**config.mk**
```make
export PLATFORM = sky130hd
export DESIGN_NAME = fifo_flat
export DESIGN_NICKNAME = d
export VERILOG_FILES = /design/src/rtl/fifo_pkg.sv /design/src/rtl/fifo_ctrl_if.sv /design/src/rtl/fifo.sv /design/src/rtl/fifo_ctrl.sv /design/src/flat_wrapper.sv
export SDC_FILE = /design/constraint.sdc
export NUM_CORES = 1
export LEC_CHECK = 0
export BUFFER_PORTS_ARGS = -buffer_cell sky130_fd_sc_hd__buf_2
export CAP_MARGIN = 30
export CORE_MARGIN = 5
export CORE_UTILIZATION = 35
export DETAILED_ROUTE_END_ITERATION = 10
export PLACE_DENSITY = 0.64
export SETUP_SLACK_MARGIN = 0.15
export SKIP_LAST_GASP = 1
export SLEW_MARGIN = 30
export SYNTH_ARGS = -nofsm -noshare
export SYNTH_HDL_FRONTEND = slang
export SYNTH_SLANG_ARGS = --single-unit
```
**constraint.sdc**
```tcl
create_clock -name clk -period 2.1 [get_ports clk]
set_input_delay 0.21 -clock clk [delete_from_list [all_inputs] [get_ports clk]]
set_output_delay 0.21 -clock clk [all_outputs]
set_load 0.03 [all_outputs]
```
**src/rtl/fifo_pkg.sv**
```systemverilog
// -----------------------------------------------------------------------------
// fifo_pkg
// Shared constants for the UART RX and TX FIFOs. The controller, its
// interface and the register-file RAM all take their default address width
// from here, so the pointer logic and the storage array always agree on the
// depth.
// -----------------------------------------------------------------------------
package fifo_pkg;

  // Default RAM address width for both UART FIFOs; depth = 2**FIFO_ADDR_WIDTH.
  localparam int FIFO_ADDR_WIDTH = 2;

  // Default word width stored in the UART FIFOs.
  localparam int FIFO_DATA_WIDTH = 8;

endpackage : fifo_pkg

```
**src/rtl/fifo_ctrl_if.sv**
```systemverilog
// -----------------------------------------------------------------------------
// fifo_ctrl_if
// Request/status bundle between the UART datapath and a FIFO controller.
//   wr, rd, clr_err        : push, pop and error-clear requests (datapath side)
//   wr_en, w_addr, r_addr  : RAM write enable and addresses (controller side)
//   full, empty            : occupancy extremes
//   almost_full/empty      : level thresholds
//   count                  : occupancy, 0 .. 2**ADDR_WIDTH
//   overflow, underflow    : sticky rejected-request flags
// The master modport is the requester; the slave modport is the controller.
// -----------------------------------------------------------------------------
interface fifo_ctrl_if
  import fifo_pkg::*;
#(
  parameter int ADDR_WIDTH = FIFO_ADDR_WIDTH
);

  logic                  wr;
  logic                  rd;
  logic                  clr_err;
  logic                  wr_en;
  logic [ADDR_WIDTH-1:0] w_addr;
  logic [ADDR_WIDTH-1:0] r_addr;
  logic                  full;
  logic                  empty;
  logic                  almost_full;
  logic                  almost_empty;
  logic [ADDR_WIDTH:0]   count;
  logic                  overflow;
  logic                  underflow;

  modport master (
    output wr, rd, clr_err,
    input  wr_en, w_addr, r_addr, full, empty, almost_full, almost_empty,
           count, overflow, underflow
  );

  modport slave (
    input  wr, rd, clr_err,
    output wr_en, w_addr, r_addr, full, empty, almost_full, almost_empty,
           count, overflow, underflow
  );

endinterface : fifo_ctrl_if

```
**src/rtl/fifo.sv**
```systemverilog
// -----------------------------------------------------------------------------
// fifo
// Complete UART FIFO: fifo_ctrl plus the register-file RAM it addresses, both
// sized from one ADDR_WIDTH. Write is synchronous, read is asynchronous, so
// r_data shows the oldest word whenever the FIFO is not empty.
// Ports:
//   clk, reset : clock and synchronous active-high reset
//   ctrl       : fifo_ctrl_if.slave (requests in, status out)
//   w_data     : word written on an accepted push
//   r_data     : word at the current read address
// -----------------------------------------------------------------------------
module fifo
  import fifo_pkg::*;
#(
  parameter int ADDR_WIDTH = FIFO_ADDR_WIDTH,
  parameter int DATA_WIDTH = FIFO_DATA_WIDTH
) (
  input  logic                  clk,
  input  logic                  reset,
  fifo_ctrl_if.slave            ctrl,
  input  logic [DATA_WIDTH-1:0] w_data,
  output logic [DATA_WIDTH-1:0] r_data
);

  localparam int DEPTH = 2**ADDR_WIDTH;

  logic [DATA_WIDTH-1:0] mem [DEPTH];

  fifo_ctrl #(
    .ADDR_WIDTH (ADDR_WIDTH)
  ) uCtrl (
    .clk   (clk),
    .reset (reset),
    .bus   (ctrl)
  );

  // Storage has no reset; the controller's pointers define which words are
  // valid.
  always_ff @(posedge clk) begin
    if (ctrl.wr_en) begin
      mem[ctrl.w_addr] <= w_data;
    end
  end

  assign r_data = mem[ctrl.r_addr];

endmodule : fifo

```
**src/rtl/fifo_ctrl.sv**
```systemverilog
// -----------------------------------------------------------------------------
// fifo_ctrl
// Pointer and status controller for a 1-write / 1-async-read register-file
// FIFO. Turns push/pop requests into RAM write enable and addresses, and keeps
// occupancy, level and sticky error flags.
// Ports:
//   clk    : single clock, all state changes on the rising edge
//   reset  : synchronous, active-high; clears pointers, count and flags
//   bus    : fifo_ctrl_if.slave (requests in, RAM control and status out)
// Parameters:
//   ADDR_WIDTH : RAM address width, depth = 2**ADDR_WIDTH
//   AF_LEVEL   : almost_full when count >= AF_LEVEL
//   AE_LEVEL   : almost_empty when count <= AE_LEVEL
// -----------------------------------------------------------------------------
module fifo_ctrl
  import fifo_pkg::*;
#(
  parameter int ADDR_WIDTH = FIFO_ADDR_WIDTH,
  parameter int AF_LEVEL   = 2**ADDR_WIDTH - 1,
  parameter int AE_LEVEL   = 1
) (
  input logic        clk,
  input logic        reset,
  fifo_ctrl_if.slave bus
);

  // Pointers carry one extra wrap bit so full and empty can be told apart
  // when the address bits match.
  localparam int PW = ADDR_WIDTH + 1;
  localparam logic [PW-1:0] AF_THRESH = PW'(AF_LEVEL);
  localparam logic [PW-1:0] AE_THRESH = PW'(AE_LEVEL);
  localparam logic [PW-1:0] ONE       = PW'(1);

  logic [PW-1:0] wp_q, wp_d;
  logic [PW-1:0] rp_q, rp_d;
  logic [PW-1:0] count_q, count_d;
  logic          full_q, full_d;
  logic          empty_q, empty_d;
  logic          af_q, af_d;
  logic          ae_q, ae_d;
  logic          ovf_q, ovf_d;
  logic          udf_q, udf_d;
  logic          pushOk;
  logic          popOk;

  // Next-state logic. A push is still accepted while full if a pop happens in
  // the same cycle: the consumer reads the old word combinationally before the
  // edge and the new word lands in that slot on the edge. A pop is never
  // accepted while empty, even alongside a push, because the RAM has no
  // write-through path. Flags are derived from the next-state pointers and
  // count so they are valid the cycle after the operation.
  always_comb begin
    pushOk  = bus.wr & (~full_q | bus.rd);
    popOk   = bus.rd & ~empty_q;
    wp_d    = wp_q;
    rp_d    = rp_q;
    count_d = count_q;
    ovf_d   = ovf_q;
    udf_d   = udf_q;

    if (pushOk) begin
      wp_d = wp_q + ONE;
    end
    if (popOk) begin
      rp_d = rp_q + ONE;
    end

    case ({pushOk, popOk})
      2'b10:   count_d = count_q + ONE;
      2'b01:   count_d = count_q - ONE;
      default: count_d = count_q;
    endcase

    // Clear first so an error in the same cycle wins.
    if (bus.clr_err) begin
      ovf_d = 1'b0;
      udf_d = 1'b0;
    end
    if (bus.wr & ~pushOk) begin
      ovf_d = 1'b1;
    end
    if (bus.rd & ~popOk) begin
      udf_d = 1'b1;
    end

    empty_d = (wp_d == rp_d);
    full_d  = (wp_d[ADDR_WIDTH] != rp_d[ADDR_WIDTH]) &&
              (wp_d[ADDR_WIDTH-1:0] == rp_d[ADDR_WIDTH-1:0]);
    af_d    = (count_d >= AF_THRESH);
    ae_d    = (count_d <= AE_THRESH);
  end

  // State register. Requests during reset are discarded along with the
  // contents, so no error flag can be raised on a reset edge.
  always_ff @(posedge clk) begin
    if (reset) begin
      wp_q    <= '0;
      rp_q    <= '0;
      count_q <= '0;
      full_q  <= 1'b0;
      empty_q <= 1'b1;
      af_q    <= 1'b0;
      ae_q    <= 1'b1;
      ovf_q   <= 1'b0;
      udf_q   <= 1'b0;
    end else begin
      wp_q    <= wp_d;
      rp_q    <= rp_d;
      count_q <= count_d;
      full_q  <= full_d;
      empty_q <= empty_d;
      af_q    <= af_d;
      ae_q    <= ae_d;
      ovf_q   <= ovf_d;
      udf_q   <= udf_d;
    end
  end

  // The write enable is masked by reset so a push in the reset cycle cannot
  // corrupt the RAM.
  assign bus.wr_en        = pushOk & ~reset;
  assign bus.w_addr       = wp_q[ADDR_WIDTH-1:0];
  assign bus.r_addr       = rp_q[ADDR_WIDTH-1:0];
  assign bus.count        = count_q;
  assign bus.full         = full_q;
  assign bus.empty        = empty_q;
  assign bus.almost_full  = af_q;
  assign bus.almost_empty = ae_q;
  assign bus.overflow     = ovf_q;
  assign bus.underflow    = udf_q;

endmodule : fifo_ctrl

```
**src/flat_wrapper.sv**
```systemverilog
// flat-port wrapper written by rule: the top's interface ports become plain ports
module fifo_flat import fifo_pkg::*;
#(
  parameter int ADDR_WIDTH = FIFO_ADDR_WIDTH,
  parameter int DATA_WIDTH = FIFO_DATA_WIDTH
)
  (clk, reset, w_data, r_data, ctrl_wr, ctrl_rd, ctrl_clr_err, ctrl_wr_en, ctrl_w_addr, ctrl_r_addr, ctrl_full, ctrl_empty, ctrl_almost_full, ctrl_almost_empty, ctrl_count, ctrl_overflow, ctrl_underflow);
  fifo_ctrl_if #(.ADDR_WIDTH(ADDR_WIDTH)) ctrl_i ();
  input  logic clk;
  input  logic reset;
  input  logic [DATA_WIDTH-1:0] w_data;
  output logic [DATA_WIDTH-1:0] r_data;
  input wire logic [$bits(ctrl_i.wr)-1:0] ctrl_wr;
  input wire logic [$bits(ctrl_i.rd)-1:0] ctrl_rd;
  input wire logic [$bits(ctrl_i.clr_err)-1:0] ctrl_clr_err;
  output wire logic [$bits(ctrl_i.wr_en)-1:0] ctrl_wr_en;
  output wire logic [$bits(ctrl_i.w_addr)-1:0] ctrl_w_addr;
  output wire logic [$bits(ctrl_i.r_addr)-1:0] ctrl_r_addr;
  output wire logic [$bits(ctrl_i.full)-1:0] ctrl_full;
  output wire logic [$bits(ctrl_i.empty)-1:0] ctrl_empty;
  output wire logic [$bits(ctrl_i.almost_full)-1:0] ctrl_almost_full;
  output wire logic [$bits(ctrl_i.almost_empty)-1:0] ctrl_almost_empty;
  output wire logic [$bits(ctrl_i.count)-1:0] ctrl_count;
  output wire logic [$bits(ctrl_i.overflow)-1:0] ctrl_overflow;
  output wire logic [$bits(ctrl_i.underflow)-1:0] ctrl_underflow;
  assign ctrl_i.wr = ctrl_wr;
  assign ctrl_i.rd = ctrl_rd;
  assign ctrl_i.clr_err = ctrl_clr_err;
  assign ctrl_wr_en = ctrl_i.wr_en;
  assign ctrl_w_addr = ctrl_i.w_addr;
  assign ctrl_r_addr = ctrl_i.r_addr;
  assign ctrl_full = ctrl_i.full;
  assign ctrl_empty = ctrl_i.empty;
  assign ctrl_almost_full = ctrl_i.almost_full;
  assign ctrl_almost_empty = ctrl_i.almost_empty;
  assign ctrl_count = ctrl_i.count;
  assign ctrl_overflow = ctrl_i.overflow;
  assign ctrl_underflow = ctrl_i.underflow;
  fifo #(.ADDR_WIDTH(ADDR_WIDTH), .DATA_WIDTH(DATA_WIDTH)) u_core (.clk(clk), .reset(reset), .ctrl(ctrl_i), .w_data(w_data), .r_data(r_data));
endmodule
```
# After elaboration in Yosys (flattened, before gate mapping)
# Memory sizes are Yosys's and may differ from the RTL's. A register that Yosys moved wholly into a read port is not among the register bits.
# Cells that the tools add are included.
[op_classes]
reduce_logical = 3
bitwise = 11
add_sub_neg = 4
n_eq_ne = 5
n_mux = 9
n_lt_le_gt_ge = 2
[ops]
columns = ["cell", "n"]
rows = [
  ["$add 3x1->3 const B", 3],
  ["$mux 3", 2],
  ["$pmux 3 s2", 1],
  ["$and 1x1->1", 5],
  ["$mux 1", 5],
  ["$not 1->1", 5],
  ["$reduce_bool 2->1", 2],
  ["$eq 3x3->1", 1],
  ["$ge 3x2->1 const B", 1],
  ["$le 3x1->1 const B", 1],
  ["$sub 3x1->3 const B", 1],
  ["$eq 2x1->1 const B", 1],
  ["$eq 2x2->1", 1],
  ["$eq 2x2->1 const B", 1],
  ["$mux 2", 1],
  ["$logic_and 1x1->1", 1],
  ["$ne 1x1->1", 1],
  ["$or 1x1->1", 1],
]
[word_totals]
out_inout_bits = 22
mem_count = 1
ramBits = 32
wordCells = 44
ff_bits = 15
inputBits = 13
[mem_list]
columns = ["name", "depth", "word_bits", "read_ports", "rd_clocked_by_memory_dff", "write_ports", "line", "rtl"]
rows = [
  ["u_core.mem", 4, 8, 1, 1, 1, "fifo.sv:27", "logic [DATA_WIDTH-1:0] mem [DEPTH];"],
]

# Logic depth before layout (Yosys ltp)
# Gate-level depths: netlist of run 1.
[logic_depth]
ltp_word = 6
depth_mapped = 8
depth_no_buf = 8

# Hierarchy
# Synthesis of run 1 repeated with hierarchy kept, for this count alone.
[unflattened]
cells_unflattened = 125
area_unflattened_um2 = 1998.2
[by_module_without_submodules]
columns = ["module", "seq_area_each_um2", "cells_each", "instances", "area_each_um2"]
rows = [
  ["fifo", 960.9, 46, 1, 1188.6],
  ["fifo_ctrl", 300.3, 79, 1, 809.5],
]

# Least setup slack after synthesis of run 1
# OpenSTA, ideal clock, no wires.
[synth_timing]
kind = "register to register"
start = "register u_core.uCtrl.full_q (netlist: u_core.uCtrl.bus.full)"
end = "register u_core.uCtrl.af_q (netlist: u_core.uCtrl.bus.almost_full)"
setup_slack_ps = 34
path_stages_with_launch = 9
setup_time_ps = 56
period_less_slack_ps = 2066
arrival_time_ps = 2010
n_path_buf = 0
cell_sequence = "dfxtp_1 > nand2b_4 > nand2_1 > ha_1 > fa_1 > xnor2_1 > or3_1 > a21oi_1 > or2_2"
[synth_between]
elab_chain_len = 6
[synth_rtl]
columns = ["element", "line", "rtl"]
rows = [
  ["start: declaration", "fifo_ctrl.sv:37", "logic full_q, full_d;"],
  ["start signal: assignment", "fifo_ctrl.sv:110", "full_q <= full_d;"],
  ["$not 1->1 (*)", "fifo_ctrl.sv:53", "pushOk = bus.wr & (~full_q | bus.rd);"],
  ["$or 1x1->1 (*)", "fifo_ctrl.sv:53", ""],
  ["$and 1x1->1 (*)", "fifo_ctrl.sv:53", ""],
  ["$eq 2x1->1 or $eq 2x2->1 (tied branches)", "fifo_ctrl.sv:68", "case ({pushOk, popOk})"],
  ["$pmux 3 s2 (*)", "fifo_ctrl.sv:68", ""],
  ["$ge 3x2->1 (*)", "fifo_ctrl.sv:89", "af_d = (count_d >= AF_THRESH);"],
  ["end signal: assignment", "fifo_ctrl.sv:102", "af_q <= 1'b0;"],
  ["end signal: assignment", "fifo_ctrl.sv:112", "af_q <= af_d;"],
  ["end: declaration", "fifo_ctrl.sv:39", "logic af_q, af_d;"],
]
# Every way passes the cells marked *; elsewhere a longest branch is shown, timed or not.
# A chain may end at the register's enable or synchronous reset.

# Worst setup path in the final report of run 1
# Same ends and word-level chain as after synthesis.

==> impl_results.md, run 1 <==
- Initial antenna violation count: 0
- DRC violations left: 0
- Final worst setup slack: between 0.2 and 0.25 ns
- Period utilization: approximately 89%
- Finished Layout Cells: roughly 240
- Flop pwr share: 48.4%
- Placed cell area: 2240 µm²
- Initial Utilization: between 30% and 40%
- Reg clk slew, reported paths: approximately 0.090 ns
- Setup TNS Final: 0 ns
- Grt met1 use: around 12%
- Status: completed
- Setup WS pre-CTS: between 0.015 and 0.02 ns
- Largest net degree at the start of global routing: 17
- CP max FO: 4
- Iter 0 DRT Violations: 69
- Fin util: 43.6%
- Vias in the first global route: 1197
- Layout cells sized above 1: ~42%
- Post-synth EDFFs: 32
- Area growth syn-to-layout: 20.5%
- Die boundary width: 85.7 µm
- Core area: 5540 µm²
- Final Max Slew Viols: 0
- Distinct cells, synth: 34
- Busiest grt layer: met2
- Clk pwr share: 29.6%
- Core Rows: 27
- CTS Buf Count: 5
- Leak Pwr: between 0.9 and 1 nW
- Final instance area: 2410 µm²
- Setup Skew: around 0.0085 ns
- RSZ-0062 raised after global routing: no
- Net Switching: between 600 and 700 µW
- CTS H-tree lvls: 2
- R2R depth: 8
- Max Freq: 532 MHz
- Setup-failing EPs final: 0
- Worst skew pair latency: 0.30 ns
- Worst min path class: in -> reg
- Fin. Hold Viols: 0
- Hold Path Stages: 1
- Req. time, crit path: 2.35 ns
- VDD IR max: ~0.4 mV
- Gate Count Post-Synth: 129
- Worst Max-Slew Pin Slew: between 0.4 and 0.5 ns
- Clock sink count: 47
- Comb power frac: between 20% and 30%
- Synthesized area per cell: 15.5 µm²
- Detailed Routing Iterations Pass 1: 4
- Chip height: 85.7 µm
- Syn Std Cell Area: 2000 µm²
- Global-route wire length before repair: 5890 µm
- Final HPWL from detailed placement: ~2600 µm
- Drt wl/cell: roughly 15 µm
- Crit start category: flop
- Worst Hold Margin: between 0.1 and 0.15 ns
- Synthesized Nets: 149
- Seq/Total Area, Yosys: 62.9%
- Post-Route WL: 3640 µm
- FF+latch count, synth: 47
- Sw frac: 28.8%
- Final #Nets: around 190
- Die Area: roughly 7300 µm²
- Ports: 35
- GR met2 Demand/Resource: 18.3%
- Routability cong.: ~0.84
- CTS tree: built
- Port bufs: 34
- Pwr/cell area: 930 nW/µm²
- CP arrival: 2.13 ns
- Overflow after GRT: 0
- Synth Warn #: 0
- Post-synth top flop: edfxtp_1
- Ant diodes: 0
- Via Count: approximately 1.2k
- Clock tree buffer depth: 2
- GRT Overall Usage: 10.6%
- Setup CP Type: reg -> reg
- Pint: 1.60 mW
- Antenna Violating Nets Remaining: 0
- GR Layer Usage met3: 4.32%
- Final total power: 2.24 mW
- Crit. End Element: flop
- Cts hold-fix bufs: 0
- Placed Cells: 229
- # Max-Cap Violations: 0
- Root Driver: clkbuf_8
- Async SR Flop Fraction: 0%
- Tmin final: 1.88 ns
- Rel. slew slack: 71.3%
- Vias per cell: 4.82
-- synth_stat cells (all sizes together) (2+ instances only) --
cell / number / area (µm²)
edfxtp: 32 / 961
dfxtp: 15 / 300
nor2: 9 / 33.8
mux4: 8 / 180
xnor2: 7 / 61.3
buf: 6 / 40.0
ha: 6 / 75.1
a21oi: 5 / 25.0
and2: 5 / 31.3
inv: 5 / 18.8
xor2: 3 / 26.3
a21o: 2 / 16.3
and3: 2 / 18.8
clkbuf: 2 / 7.51
mux2i: 2 / 20.0
nand2: 2 / 7.51
nand2b: 2 / 20.0
nand3: 2 / 10.0
o21ai: 2 / 10.0
or3: 2 / 12.5
-- power by group through the flow --
stage | Clock [mW] | Combinational [mW] | Sequential (mW)
floorplan | 0 | 0.297 | 1.17
global placement | 0 | 0.472 | 1.10
detailed placement | 0 | 0.486 | 1.11
CTS | 0.689 | 0.494 | 1.09
global route | 0.737 | 0.538 | 1.09
finish | 0.665 | 0.493 | 1.09
-- kinds of logic (layout without fill, tap and decap cells) --
logic type,Yosys count,in the layout,share of synthesized area (%)
AND/OR/NAND/NOR,29,29,8.68
XOR/XNOR,11,11,5.56
adder cells (fa/ha/maj),7,7,4.74
buffers and inverters,13,53,3.31
flip-flops,47,47,62.9
AO/OA/AOI/OAI,12,12,4.81
multiplexers,10,10,9.99
-- state kept, by name, summed over array words and instances (netlist names) --
name and flops:
u_core.uCtrl.bus.empty 1, u_core.mem 32, u_core.uCtrl.bus.count 3, u_core.uCtrl.wp_q 3, u_core.uCtrl.bus.overflow 1, u_core.uCtrl.bus.almost_full 1, u_core.uCtrl.rp_q 3, u_core.uCtrl.bus.almost_empty 1
u_core.uCtrl.bus.full 1, u_core.uCtrl.bus.underflow 1
-- layout by cell type (no fill, tap or decap), types with 3 or more instances in the layout --
cell type and instances:
buf_2 34, dfxtp_1 13, nor2_1 9, xnor2_1 6, ha_1 5, clkbuf_8 5, a21oi_1 4, buf_4 6
inv_1 5, and2_1 5, edfxtp_1 32, xor2_1 3, mux4_2 8
-- cell type report --
type | count | area (µm²)
clock buffers | 5 | 68.8
clock inverters | 3 | 47.5
flip-flops and latches | 47 | 1260
inverters | 5 | 18.8
multi-input cells | 69 | 711
fillers | 543 | 3130
well taps | 72 | 90.1
repair buffers | 40 | 215
-- worst paths after layout --
path / startpoint / to / slack [ns]
worst max-delay path: u_core.uCtrl.bus.full / u_core.uCtrl.bus.almost_full / 0.22
worst min-delay path: w_data[6] / u_core.mem[3][6] / 0.12
worst max register to register: u_core.uCtrl.bus.full / u_core.uCtrl.bus.almost_full / 0.22
worst min register to register: u_core.uCtrl.bus.underflow / u_core.uCtrl.bus.underflow / 0.49
-- metal layers --
layer / part of all wire [%] / wire length [µm]
met5: 0 / 0
met4: 1.6 / 59
met3: 6.7 / 245
met2: 52 / 1910
met1: 39 / 1420
-- critical path, cell delays in order (launching register included) --
cell and delay, ns:
dfxtp_2 0.35, nand2b_4 0.09, nand2_4 0.07, ha_4 0.18, fa_2 0.35, xnor2_2 0.14
or3_1 0.33, a21oi_2 0.19, or2_2 0.13
-- repair_timing --
item / in CTS / in global routing
setup buffers: 0 / 4
pin swaps: 1 / 1
resized for setup: 2 / 3
setup endpoints to repair: 2 / 2
No activity file was read; power rests on OpenSTA's default activity.
==> run 2: changes to the inputs <==
==> constraint.sdc (replaced) <==
create_clock -name clk -period 2.1 [get_ports clk]
set_input_delay 0 -clock clk [delete_from_list [all_inputs] [get_ports clk]]
set_output_delay 0 -clock clk [all_outputs]
set_load 0.03 [all_outputs]
==> impl_results.md, run 2 (synthesis results as in run 1) <==
- Status: completed (unchanged)
- Reg clk slew, reported paths: 0.09 ns (about the same)
- Finished Layout Cells: 250 (was 241)
- Setup CP Type: reg -> reg (unchanged)
- CP max FO: 4 (unchanged)
- GRT Overall Usage: 11.3% (was 10.6%)
- Clock sink count: 47 (unchanged)
- Vias in the first global route: 1255 (was 1197)
- Ant diodes: 0 (unchanged)
- Antenna Violating Nets Remaining: 0 (unchanged)
- Initial Utilization: 36.2% (unchanged)
- Initial antenna violation count: 0 (unchanged)
- RSZ-0062 raised after global routing: yes (was no)
- Setup TNS Final: 0 ns (unchanged)
- # Max-Cap Violations: 0 (unchanged)
- Delay-heaviest family, CP: simple AND/OR/NAND/NOR gates (unchanged)
- Via Count: 1160 (was 1162)
- Port bufs: 34 (unchanged)
- Most frequent cells in the layout: 34 x buf_2, 32 x edfxtp_1, 13 x dfxtp_1 (unchanged)
- Fill cells: 517 (was 543)
- Iter 0 DRT Violations: 70 (was 69)
- Overflow after GRT: 0 (unchanged)
- Core area: 5540 µm² (unchanged)
- Period utilization: 94.3% (was 89.5%)
- DRC violations left: 0 (unchanged)
- Chip height: 85.7 µm (unchanged)
- Drt wl/cell: 15.0 µm (was 15.1 µm)
- Placed Cells: 229 (unchanged)
- Layout cells sized above 1: 39.3% (was 42.0%)
- CTS tree: built (unchanged)
- Root Driver: clkbuf_8 (unchanged)
- Worst min path class: in -> reg (unchanged)
- CTS H-tree lvls: 2 (unchanged)
- Global-route wire length before repair: 6240 µm (was 5890 µm)
- Top reg by flops: u_core.mem (unchanged)
- CTS Buf Count: 5 (unchanged)
- Tmin final: 1.98 ns (was 1.88 ns)
- Worst Hold Margin: 0.0804 ns (was 0.123 ns)
- Final #Nets: 197 (was 188)
- Die boundary width: 85.7 µm (unchanged)
- Final Max Slew Viols: 0 (unchanged)
- Routability cong.: 0.786 (was 0.836)
- Setup WS pre-CTS: 0.0679 ns (was 0.0167 ns)
- Max stage delay cell, worst path: fa_2 (was dfxtp_2)
- Commonest non-fill, non-tap cell in the layout: buf_2 (unchanged)
- Final worst setup slack: 0.120 ns (was 0.221 ns)
- Core Rows: 27 (unchanged)
- Clock tree buffer depth: 2 (unchanged)
- Pwr/cell area: 856 nW/µm² (was 930 nW/µm²)
- Req. time, crit path: 2.35 ns (about the same)
- VDD IR max: 0.464 mV (was 0.397 mV)
- Die Area: 7340 µm² (unchanged)
- Post-Route WL: 3760 µm (was 3640 µm)
- Largest net degree at the start of global routing: 16 (was 17)
- Setup Skew: 0.00578 ns (was 0.00851 ns)
- Crit. End Element: flop (unchanged)
- CP Cell Sequence: nand2b_4, nand2_4, ha_4, fa_2, xnor2_2, or3_4, a21oi_4, or2_2 (was nand2b_4, nand2_4, ha_4, fa_2, xnor2_2, or3_1, a21oi_2, or2_2)
- Detailed Routing Iterations Pass 1: 4 (unchanged)
- Crit start category: flop (unchanged)
- Fin. Hold Viols: 0 (unchanged)
- Setup-failing EPs final: 0 (unchanged)
- Crit path largest cell delay: 0.39 ns (was 0.35 ns)
- Number of flip-flops under the largest register name: 32 (unchanged)
- Leak Pwr: 0.930 nW (was 0.905 nW)
- Vias per cell: 4.64 (was 4.82)
- Rel. slew slack: 70.3% (was 71.3%)
- Max Freq: 505 MHz (was 532 MHz)
- Worst Max-Slew Pin Slew: 0.446 ns (was 0.431 ns)
- Final HPWL from detailed placement: 2620 µm (was 2600 µm)
- Worst skew pair latency: 0.30 ns (about the same)
- WP buf/inv: 0 (unchanged)
- Ports: 35 (unchanged)
- Area growth syn-to-layout: 24.5% (was 20.5%)
- CP arrival: 2.23 ns (was 2.13 ns)
## run 2: metrics by stage
stage	power (mW)	area [µm²]	utilization, %
after floorplan	1.47	2010	-
final	2.14	2490	45.0
after detailed placement	1.59	2240	40.4
after global routing	2.26	2490	45.0
after CTS	2.15	2440	44.1
after global placement	1.57	2240	40.4
## run 2: routing by layer
| metal | track usage, % | part of all wire (%) | wire length, µm | vias up |
|---|---|---|---|---|
| li1 | - | - | - | 564 |
| met1 | 13.3 | 40 | 1520 | 559 |
| met2 | 19.1 | 53 | 1970 | 30 |
| met3 | 3.94 | 5.8 | 218 | 7 |
| met4 | 3.88 | 1.4 | 51 | 0 |
| met5 | 0 | 0 | 0 | - |
## run 2: final timing paths
check / startpoint / to / slack [ns] / depth (start not counted)
worst min register to register: u_core.uCtrl.rp_q[2] / u_core.uCtrl.rp_q[2] / 0.54 / 2
worst max-delay path: u_core.uCtrl.bus.full / u_core.uCtrl.bus.almost_full / 0.12 / 8
worst max register to register: u_core.uCtrl.bus.full / u_core.uCtrl.bus.almost_full / 0.12 / 8
worst min-delay path: reset / u_core.uCtrl.wp_q[0] / 0.08 / 2
## run 2: final cells by class
class                      count  area (µm²)  share of cell area (%)
clock inverter                 3        20.0                   0.802
clock buffer                   5        68.8                    2.76
multi-input combinational     69         723                    29.0
inverter                       5        18.8                   0.752
timing repair buffer          49         308                    12.3
tap                           72        90.1                    3.61
sequential                    47        1270                    50.8
## run 2: report_power, final
| part | internal (mW) | switching, mW | total, mW |
|---|---|---|---|
| Sequential | 1.05 | 0.0387 | 1.09 |
| Combinational | 0.209 | 0.310 | 0.518 |
| Clock | 0.232 | 0.301 | 0.533 |
## run 2: worst reg2reg max path, cell delays in order (launching register included)
cell and delay [ns]:
dfxtp_4 0.37, nand2b_4 0.10, nand2_4 0.07, ha_4 0.18, fa_2 0.39, xnor2_2 0.16
or3_4 0.39, a21oi_4 0.17, or2_2 0.12
## run 2: timing repair
| action | 4_1_cts | 5_1_grt |
|---|---|---|
| gates resized for setup | 2 | 6 |
| hold buffers | 10 | 0 |
| buffers inserted | 1 | 2 |
| endpoints found under the setup margin | 3 | 2 |
| hold endpoints to repair | 33 | 0 |
| pin swaps | 1 | 5 |
